<file path="src/rtl/rs_issue_scheduler.sv">
// rs_issue_scheduler
// Picks at most one ready reservation-station row per functional unit each
// cycle, using an independent round-robin pointer per FU. Tells the RS which
// rows were taken (grant_mask, combinational) and hands the chosen row
// indices to the FU issue pipeline one cycle later. Also tracks occupancy of
// the non-pipelined multiplier and honours per-FU stalls and flushes.
module rs_issue_scheduler #(
  parameter int RS_SIZE  = 16,
  parameter int NUM_FU   = 4,
  parameter int MULT_LAT = 4
) (
  input  logic                                 clock,
  input  logic                                 reset,
  input  logic                                 flush,
  input  logic [RS_SIZE-1:0]                   entry_valid,
  input  logic [RS_SIZE-1:0]                   entry_ready,
  input  logic [2*RS_SIZE-1:0]                 entry_fu,
  input  logic [NUM_FU-1:0]                    fu_stall,
  output logic [RS_SIZE-1:0]                   grant_mask,
  output logic [NUM_FU-1:0]                    issue_valid,
  output logic [NUM_FU*$clog2(RS_SIZE)-1:0]    issue_idx,
  output logic                                 mult_busy
);

  localparam int IDX_W = $clog2(RS_SIZE);
  localparam int CNT_W = (MULT_LAT > 1) ? $clog2(MULT_LAT) : 1;

  // Fixed FU port encoding shared with the decode stage
  localparam int FU_ALU  = 0;
  localparam int FU_MULT = 1;
  localparam int FU_MEM  = 2;
  localparam int FU_BR   = 3;

  logic [RS_SIZE-1:0] req [NUM_FU];
  logic [NUM_FU-1:0]  fu_eligible;
  logic [NUM_FU-1:0]  granted;
  logic [IDX_W-1:0]   grant_idx [NUM_FU];
  logic [IDX_W-1:0]   rr_ptr [NUM_FU];
  logic [CNT_W-1:0]   mult_cnt;

  // Split the RS rows into one request vector per FU; invalid rows never request
  always_comb begin
    for (int f = 0; f < NUM_FU; f++) begin
      for (int i = 0; i < RS_SIZE; i++) begin
        req[f][i] = entry_valid[i] & entry_ready[i] & (entry_fu[2*i +: 2] == 2'(f));
      end
    end
  end

  // An FU may take work only when not stalled, not flushing, not in reset, and
  // for the multiplier only once the previous multiply has drained
  always_comb begin
    for (int f = 0; f < NUM_FU; f++) begin
      fu_eligible[f] = !fu_stall[f] && !flush && !reset;
    end
    fu_eligible[FU_MULT] = !fu_stall[FU_MULT] && !flush && !reset && (mult_cnt == '0);
  end

  // Round-robin search: first requesting row at or above rr_ptr, wrapping at the top
  always_comb begin
    logic [IDX_W-1:0] cand;
    cand       = '0;
    granted    = '0;
    grant_mask = '0;
    for (int f = 0; f < NUM_FU; f++) begin
      grant_idx[f] = '0;
      for (int k = 0; k < RS_SIZE; k++) begin
        cand = rr_ptr[f] + IDX_W'(k);
        if (fu_eligible[f] && !granted[f] && req[f][cand]) begin
          granted[f]   = 1'b1;
          grant_idx[f] = cand;
        end
      end
      if (granted[f]) begin
        grant_mask[grant_idx[f]] = 1'b1;
      end
    end
  end

  // Issue registers and round-robin pointers; flush squashes issue and rewinds pointers
  always_ff @(posedge clock) begin
    if (reset) begin
      issue_valid <= '0;
      issue_idx   <= '0;
      for (int f = 0; f < NUM_FU; f++) begin
        rr_ptr[f] <= '0;
      end
    end else if (flush) begin
      issue_valid <= '0;
      for (int f = 0; f < NUM_FU; f++) begin
        rr_ptr[f] <= '0;
      end
    end else begin
      for (int f = 0; f < NUM_FU; f++) begin
        issue_valid[f] <= granted[f];
        if (granted[f]) begin
          issue_idx[f*IDX_W +: IDX_W] <= grant_idx[f];
          rr_ptr[f]                   <= grant_idx[f] + IDX_W'(1);
        end
      end
    end
  end

  // Multiplier occupancy: load on a grant, otherwise count down to zero (stall does not pause it)
  always_ff @(posedge clock) begin
    if (reset || flush) begin
      mult_cnt <= '0;
    end else if (granted[FU_MULT]) begin
      mult_cnt <= CNT_W'(MULT_LAT - 1);
    end else if (mult_cnt != '0) begin
      mult_cnt <= mult_cnt - CNT_W'(1);
    end
  end

  assign mult_busy = (mult_cnt != '0);

endmodule

</file>
<file path="config.mk">
export PLATFORM = sky130hd
export DESIGN_NAME = rs_issue_scheduler
export DESIGN_NICKNAME = d
export VERILOG_FILES = /design/src/rtl/rs_issue_scheduler.sv
export SDC_FILE = /design/constraint.sdc
export NUM_CORES = 1
export LEC_CHECK = 0
export BUFFER_PORTS_ARGS = -buffer_cell sky130_fd_sc_hd__buf_2
export CORE_MARGIN = 10
export CORE_UTILIZATION = 51
export CTS_CLUSTER_SIZE = 25
export DETAILED_ROUTE_END_ITERATION = 8
export PLACE_DENSITY = 0.74
export SLEW_MARGIN = 15
export SYNTH_ARGS = -nofsm -noshare
export SYNTH_HDL_FRONTEND = slang
export SYNTH_SLANG_ARGS = --single-unit
export TNS_END_PERCENT = 5
</file>
<file path="constraint.sdc">
create_clock -name clock -period 9.9 [get_ports clock]
set_clock_uncertainty 0.15 [all_clocks]
set_input_delay 0.99 -clock clock [delete_from_list [all_inputs] [get_ports clock]]
set_output_delay 0.99 -clock clock [all_outputs]
set_load 0.02 [all_outputs]
</file>
==> results of run 1 <==
cell type report:
type                       count  area, um^2
antenna                        2        5.00
clock buffer                   7         175
clock inverter                 1        8.76
fill                        2258       10400
inverter                      44         170
multi-input combinational   1383       10800
sequential                    38         881
tap                          319         399
timing repair buffer         120         633
per-layer routing:
metal	GRT usage, %	share of wire [%]
met4	14.9	5.4
met3	4.72	10
met1	39.5	39
met5	0	0
met2	48.5	45
worst max path at each step:
stage	from	to	depth (start not counted)
3_3_place_gp	rr_ptr[3][0]	grant_mask[11]	18
6_report	rr_ptr[3][0]	grant_mask[15]	18
5_1_grt	rr_ptr[3][0]	grant_mask[11]	18
2_1_floorplan	rr_ptr[3][0]	grant_mask[11]	21
4_1_cts	rr_ptr[3][0]	grant_mask[15]	18
3_5_place_dp	rr_ptr[3][0]	grant_mask[15]	18
flip-flops by register name (all words and copies together) (netlist names):
signal	cells
issue_valid	4
mult_cnt	2
issue_idx	16
rr_ptr	16
report_power, final:
group | switching [mW] | internal [mW] | total, mW
Sequential | 0.0827 | 0.209 | 0.292
Combinational | 0.911 | 0.528 | 1.44
Clock | 0.0787 | 0.125 | 0.203
synth_stat cells (all sizes together), types with 36 or more instances:
cell | instances | area [um^2]
mux4 | 83 | 1910
nand2 | 154 | 581
a21oi | 58 | 290
clkbuf | 50 | 188
nand4b | 37 | 324
nand4 | 36 | 225
xnor2 | 37 | 324
nor2 | 133 | 499
o21ai | 82 | 414
ha | 43 | 538
o22ai | 75 | 469
nand3 | 43 | 215
inv | 43 | 166
worst max-delay path, stage by stage (launching register included):
cell      delay, ns
edfxtp_1       0.90
inv_1          0.48
ha_1           0.62
inv_4          0.25
mux4_1         0.65
mux4_2         0.55
a2111o_1       0.40
or2_0          0.25
or4_4          0.50
and2_4         0.18
o21a_1         0.18
o211ai_1       0.17
nand2_1        0.21
inv_1          0.16
ha_1           0.20
nand2_1        0.13
o22a_1         0.22
o221ai_1       0.07
buf_2          0.21
cells by family (layout without fill, tap and decap cells):
kind of cell             count (synthesis)  count (layout)
XOR/XNOR                                58              58
buffers and inverters                  118             172
adder cells (fa/ha/maj)                 43              43
multiplexers                           126             126
AO/OA/AOI/OAI                          483             483
AND/OR/NAND/NOR                        673             673
flip-flops                              38              38
other                                    0               2
==> impl_metrics.py, run 1 <==
metrics = {
    "outcome": {
        "status": "complete, no violations",
    },
    "finish": {
        "final_common_cell": "nand2_1",
        "drive_above_1_share_pct": 17.3,
        "finalNonFillerCells": 1914,
        "layout_common_cells": "153 x nand2_1, 133 x nor2_1, 107 x buf_2, 80 x o21ai_0, 75 x o22ai_1",
        "post-route-util_pct": 55.7,
        "areaGrowthSynthToFinish_pct": 7.46,
        "stdcell_area_um2": 13000,
        "finalNetCount": 1706,
    },
    "setup_path": {
        "r2r_slack_ns": 3.53,
        "crit_type": "register to output port",
        "crit_path_max_fanout": 20,
        "cp_data_arrival_time_ns": 6.66,
        "required_ns": 8.76,
        "crit_path_end_kind": "output port",
        "worstReg2RegEnd": "rr_ptr[3][2]",
        "reg2reg_depth": 16,
        "critical_path.startpoint_type": "register",
        "timing.rr.start": "rr_ptr[3][0]",
    },
    "yosys": {
        "synth_seq_cells": 38,
        "synth-edff-count": 12,
        "ys_dominant_reg_cell": "dfxtp_1",
        "async_flop_share_pct": 0,
        "synth-simple-area-share_pct": 32.2,
        "avgSynthCellArea_um2": 7.88,
        "ys_seq_area_share_pct": 7.26,
        "netlist_instances": 1539,
        "yosys.cell_types.count": 104,
        "synth_xor_area_share_pct": 4.19,
        "synthAdderAreaFrac_pct": 4.44,
        "syn_area_um2": 12100,
        "ys_warn_count": 0,
        "synth_top_family_by_area": "simple AND/OR/NAND/NOR gates",
        "postSynthNetCount": 1653,
        "muxShareOfSynthArea_pct": 19.5,
        "synth-compound-area-share_pct": 28.3,
    },
    "cts": {
        "clockBufferDepth": 2,
        "cts.sinks": 38,
        "cts_buffers": 5,
        "tritoncts": "yes",
        "insertion_delay_ns": 0.31,
        "cts_resized": 0,
        "hold_buffers": 0,
        "path_clk_slew_ns": 0.07,
        "cts-root-buf": "clkbuf_16",
        "cts_setup_buffers": 0,
        "htree_levels": 2,
    },
    "sta": {
        "rsz0062_at_grt": "false",
        "setup_ws_ns": 2.10,
        "tightest_slew_ns": 1.12,
        "totalNegativeSetupSlack_ns": 0,
        "holdWs_ns": 0.289,
        "max_freq_mhz": 128,
        "hold_violations": 0,
        "setup_viol": 0,
        "max_slew_margin_pct": 24.9,
        "final_period_minus_worst_setup_slack_ns": 7.80,
        "finalCritPeriodShare_pct": 78.8,
        "slew_viol_final": 0,
    },
    "global_routing": {
        "antenna_found_initial": 2,
        "grt.overflow.total": 0,
        "grt_pass1_wl_mm": 75.8,
        "groute.usage.overall_pct": 30.5,
        "grt_max_degree": 27,
        "grt_pass1_vias": 13200,
    },
    "drt": {
        "drc": 0,
        "drt_pass1_iterations": 7,
        "vias": 14400,
        "ant_nets": 0,
        "totalWireLength_mm": 48.9,
        "drt_iter0_markers": 2272,
        "avgViaCountPerCell": 7.50,
        "wl_per_cell_um": 25.5,
    },
    "place": {
        "dp_slack_ns": 2.60,
        "place_hpwl_mm": 38.8,
        "dpl_cell_area_um2": 12800,
        "gp_congestion": 1.04,
        "port_buffers": 107,
        "dp_cells": 1904,
    },
    "worst_hold_path": {
        "hold_depth": 2,
        "worstHoldStart": "issue_idx[8]",
        "hold_class": "register to register",
        "hold_path_end": "issue_idx[8]",
    },
    "pwr": {
        "p_leak_nw": 4.83,
        "power_density_nw_per_um2": 148,
        "ir_worst_vdd_mv": 0.101,
        "fin_total_pwr_mw": 1.93,
    },
    "die": {
        "initial_core_util_pct": 51.8,
        "die_x_um": 174,
        "boundaryPins": 108,
        "die_area_um2": 30300,
        "rows": 56,
        "die_h_um": 174,
        "design.core.area_um2": 23400,
    },
    "run": {
        "maxCapViolations": 0,
    },
}
Power figures use the tool's default switching activity.
==> run 2, diff against run 1 <==
--- a/config.mk
+++ b/config.mk
@@ -5,12 +5,13 @@
 export SDC_FILE = /design/constraint.sdc
 export NUM_CORES = 1
 export LEC_CHECK = 0
+export ABC_AREA = 1
 export BUFFER_PORTS_ARGS = -buffer_cell sky130_fd_sc_hd__buf_2
 export CORE_MARGIN = 10
 export CORE_UTILIZATION = 51
 export CTS_CLUSTER_SIZE = 25
 export DETAILED_ROUTE_END_ITERATION = 8
-export PLACE_DENSITY = 0.74
+export PLACE_DENSITY = 0.75
 export SLEW_MARGIN = 15
 export SYNTH_ARGS = -nofsm -noshare
 export SYNTH_HDL_FRONTEND = slang
==> constraint.sdc (replaced) <==
create_clock -name clock -period 7.7 [get_ports clock]
set_clock_uncertainty 0.15 [all_clocks]
set_input_delay 0.77 -clock clock [delete_from_list [all_inputs] [get_ports clock]]
set_output_delay 0.77 -clock clock [all_outputs]
set_load 0.02 [all_outputs]
==> run 2 against run 1 <==
  * Routed wire length decreased by 17%
  * Flip-flop and latch count stayed put
  * Register-to-register slack worse by 1.7 ns
  * Combinational power rose to 3.5 times the previous value
  * Sequential share of layout area up 1.2 points
  * Utilization rose by 0.73 points
  * Highest routed layer unchanged
  * Largest power group unchanged
  * Largest cell class unchanged
  * Design area decreased by 15%
==> impl_metrics.py, run 2 <==
metrics = {
    "sta": {
        "final_period_minus_worst_setup_slack_ns": 6.97,
        "max_freq_mhz": 144,
        "max_slew_margin_pct": 28.2,
        "totalNegativeSetupSlack_ns": 0,
        "rsz0062_at_grt": "false",
        "tightest_slew_ns": 1.07,
        "slew_viol_final": 0,
        "setup_viol": 0,
        "finalCritPeriodShare_pct": 90.5,
        "hold_violations": 0,
    },
    "drt": {
        "drt_pass1_iterations": 6,
        "avgViaCountPerCell": 6.00,
        "totalWireLength_mm": 40.4,
        "ant_nets": 0,
        "drc": 0,
        "drt_iter0_markers": 1624,
        "wl_per_cell_um": 17.9,
        "vias": 13500,
    },
    "die": {
        "boundaryPins": 108,
        "die_area_um2": 26200,
        "die_h_um": 162,
        "design.core.area_um2": 19700,
        "die_x_um": 162,
        "rows": 51,
        "initial_core_util_pct": 52.3,
    },
    "cts": {
        "path_clk_slew_ns": 0.07,
        "hold_buffers": 0,
        "insertion_delay_ns": 0.29,
        "cts_buffers": 5,
        "cts_setup_buffers": 0,
        "tritoncts": "yes",
        "cts-root-buf": "clkbuf_16",
        "clockBufferDepth": 2,
        "cts_resized": 0,
        "cts.sinks": 38,
        "htree_levels": 2,
    },
    "setup_path": {
        "r2r_slack_ns": 1.84,
        "timing.rr.start": "rr_ptr[1][1]",
        "cp_data_arrival_time_ns": 6.05,
        "crit_path_end_kind": "output port",
        "crit_path_max_fanout": 18,
        "required_ns": 6.78,
        "worstReg2RegEnd": "rr_ptr[1][2]",
        "crit_type": "register to output port",
        "critical_path.startpoint_type": "register",
        "reg2reg_depth": 22,
    },
    "yosys": {
        "postSynthNetCount": 2029,
        "synth_top_family_by_area": "simple AND/OR/NAND/NOR gates",
        "synth-edff-count": 12,
        "synth_seq_cells": 38,
        "ys_dominant_reg_cell": "dfxtp_1",
        "synth-compound-area-share_pct": 4.35,
        "syn_area_um2": 10300,
        "synth-simple-area-share_pct": 65.8,
        "synth_xor_area_share_pct": 3.24,
        "synthAdderAreaFrac_pct": 5.24,
        "synth.most_common_cell": "nand3_1",
        "netlist_instances": 1915,
        "ys_warn_count": 0,
        "yosys.cell_types.count": 55,
        "ys_seq_area_share_pct": 8.57,
        "synthTopCellsByArea": "nand3_1 24%, nand2_1 16%, inv_1 8.7%",
        "muxShareOfSynthArea_pct": 0,
        "yosys.area.top_type": "nand3_1",
        "async_flop_share_pct": 0,
        "synth_top_area_share_pct": 24.4,
        "synth_common_cells": "502 x nand3_1, 451 x nand2_1, 238 x inv_1, 232 x nor2_1, 110 x nand4_1",
        "avgSynthCellArea_um2": 5.37,
    },
    "global_routing": {
        "grt_max_degree": 25,
        "groute.usage.overall_pct": 29.2,
        "antenna_found_initial": 5,
        "grt_pass1_wl_mm": 63.5,
        "grt_pass1_vias": 12000,
        "grt.overflow.total": 0,
    },
    "finish": {
        "areaGrowthSynthToFinish_pct": 7.90,
        "drive_above_1_share_pct": 12.0,
        "final_common_cell": "nand3_1",
        "layout_common_cells": "502 x nand3_1, 451 x nand2_1, 238 x inv_1, 232 x nor2_1, 110 x nand4_1",
        "reg_top3": "issue_idx (16), rr_ptr (16), issue_valid (4)",
        "post-route-util_pct": 56.4,
        "finalNetCount": 2096,
    },
    "run": {
        "maxCapViolations": 0,
    },
    "pwr": {
        "power_density_nw_per_um2": 532,
        "p_leak_nw": 6.06,
        "ir_worst_vdd_mv": 0.343,
    },
    "place": {
        "gp_congestion": 1.05,
        "port_buffers": 107,
        "place_hpwl_mm": 33.0,
    },
    "worst_hold_path": {
        "hold_class": "register to register",
        "hold_path_end": "issue_idx[9]",
        "hold_depth": 2,
        "worstHoldStart": "issue_idx[9]",
    },
    "outcome": {
        "status": "complete, no violations",
    },
}
-- run 2: changes by cell type after synthesis, sizes merged, moves of 41 or more --
cell    before  now
clkbuf      50    9
inv         43  261
mux4        83    0
nand2      154  461
nand3       43  521
nand4       36  118
nor2       133  264
o21ai       82   29
o22ai       75    3
-- run 2: cell families (layout without fill, tap and decap cells) --
kind of cell / after synthesis / in the layout
compound gates: 73 / 73
buf+inv: 322 / 390
fa+ha+maj: 43 / 43
simple gates: 1413 / 1413
flops: 38 / 38
other cells: 0 / 5
xor+xnor: 26 / 26
-- run 2: area by class of cell --
class	count	area [um^2]
Tap cell	265	332
Inverter	268	1010
Timing Repair Buffer	114	588
Clock buffer	7	164
Fill cell	2121	8570
Antenna cell	5	12.5
Clock inverter	1	30.0
Sequential cell	38	881
Multi-Input combinational cell	1555	8080
-- run 2: per-layer routing --
metal  track usage, %  part of all wire, %  vias to the layer above
met5                0                    0                        -
met4             13.2                  5.0                        0
met3             3.16                   10                      131
met2             47.1                   45                      805
met1             38.2                   40                     6071
li1                 -                    -                     6521
-- run 2: stage by stage --
step / total power, mW / std cells / worst slack [ns] / cell area [um^2] / hold slack, ns
floorplan: 4.26 / 1915 / 2.89 / 10300 / 0.356
detailed placement: 5.47 / 2240 / 1.16 / 10900 / 0.286
finish: 5.89 / 2253 / 0.735 / 11100 / 0.299
global placement: 5.44 / 2240 / 1.19 / 10900 / 0.284
global route: 6.43 / 2253 / 0.284 / 11100 / 0.331
CTS: 5.76 / 2248 / 0.859 / 11100 / 0.305
-- run 2: how the worst max path moves through the flow --
stage          depth (start not counted)  slack (ns)       endpoint    startpoint
2_1_floorplan                         27        2.89  grant_mask[6]  rr_ptr[1][1]
3_5_place_dp                          24        1.16  grant_mask[3]  rr_ptr[1][1]
3_3_place_gp                          24        1.19  grant_mask[3]  rr_ptr[1][1]
4_1_cts                               24        0.86  grant_mask[3]  rr_ptr[1][1]
5_1_grt                               28        0.28  grant_mask[0]  rr_ptr[3][1]
6_report                              24        0.73  grant_mask[5]  rr_ptr[1][1]
-- run 2: where the power goes --
group | switching, mW | total, mW | internal (mW) | leakage (nW)
Clock | 0.0907 | 0.272 | 0.182 | 0.0953
Sequential | 0.199 | 0.528 | 0.329 | 0.350
Combinational | 3.62 | 5.09 | 1.48 | 5.61
-- run 2: critical path, stage by stage (launching register included) --
cell and delay, ns:
edfxtp_1 0.85, inv_1 0.50, ha_1 0.60, inv_1 0.48, nand3_1 0.24, nand3_1 0.15, nand3_1 0.09, nand3_2 0.13
nand3_4 0.10, nor3_4 0.25, nand3_2 0.15, nor2_4 0.15, nand4_4 0.12, nor2_4 0.21, nand3_2 0.12, nor3_4 0.22
inv_2 0.09, nand3b_1 0.09, and2_1 0.31, ha_1 0.27, inv_1 0.06, nor2_1 0.15, nand3_1 0.10, nand4_1 0.12
buf_2 0.17
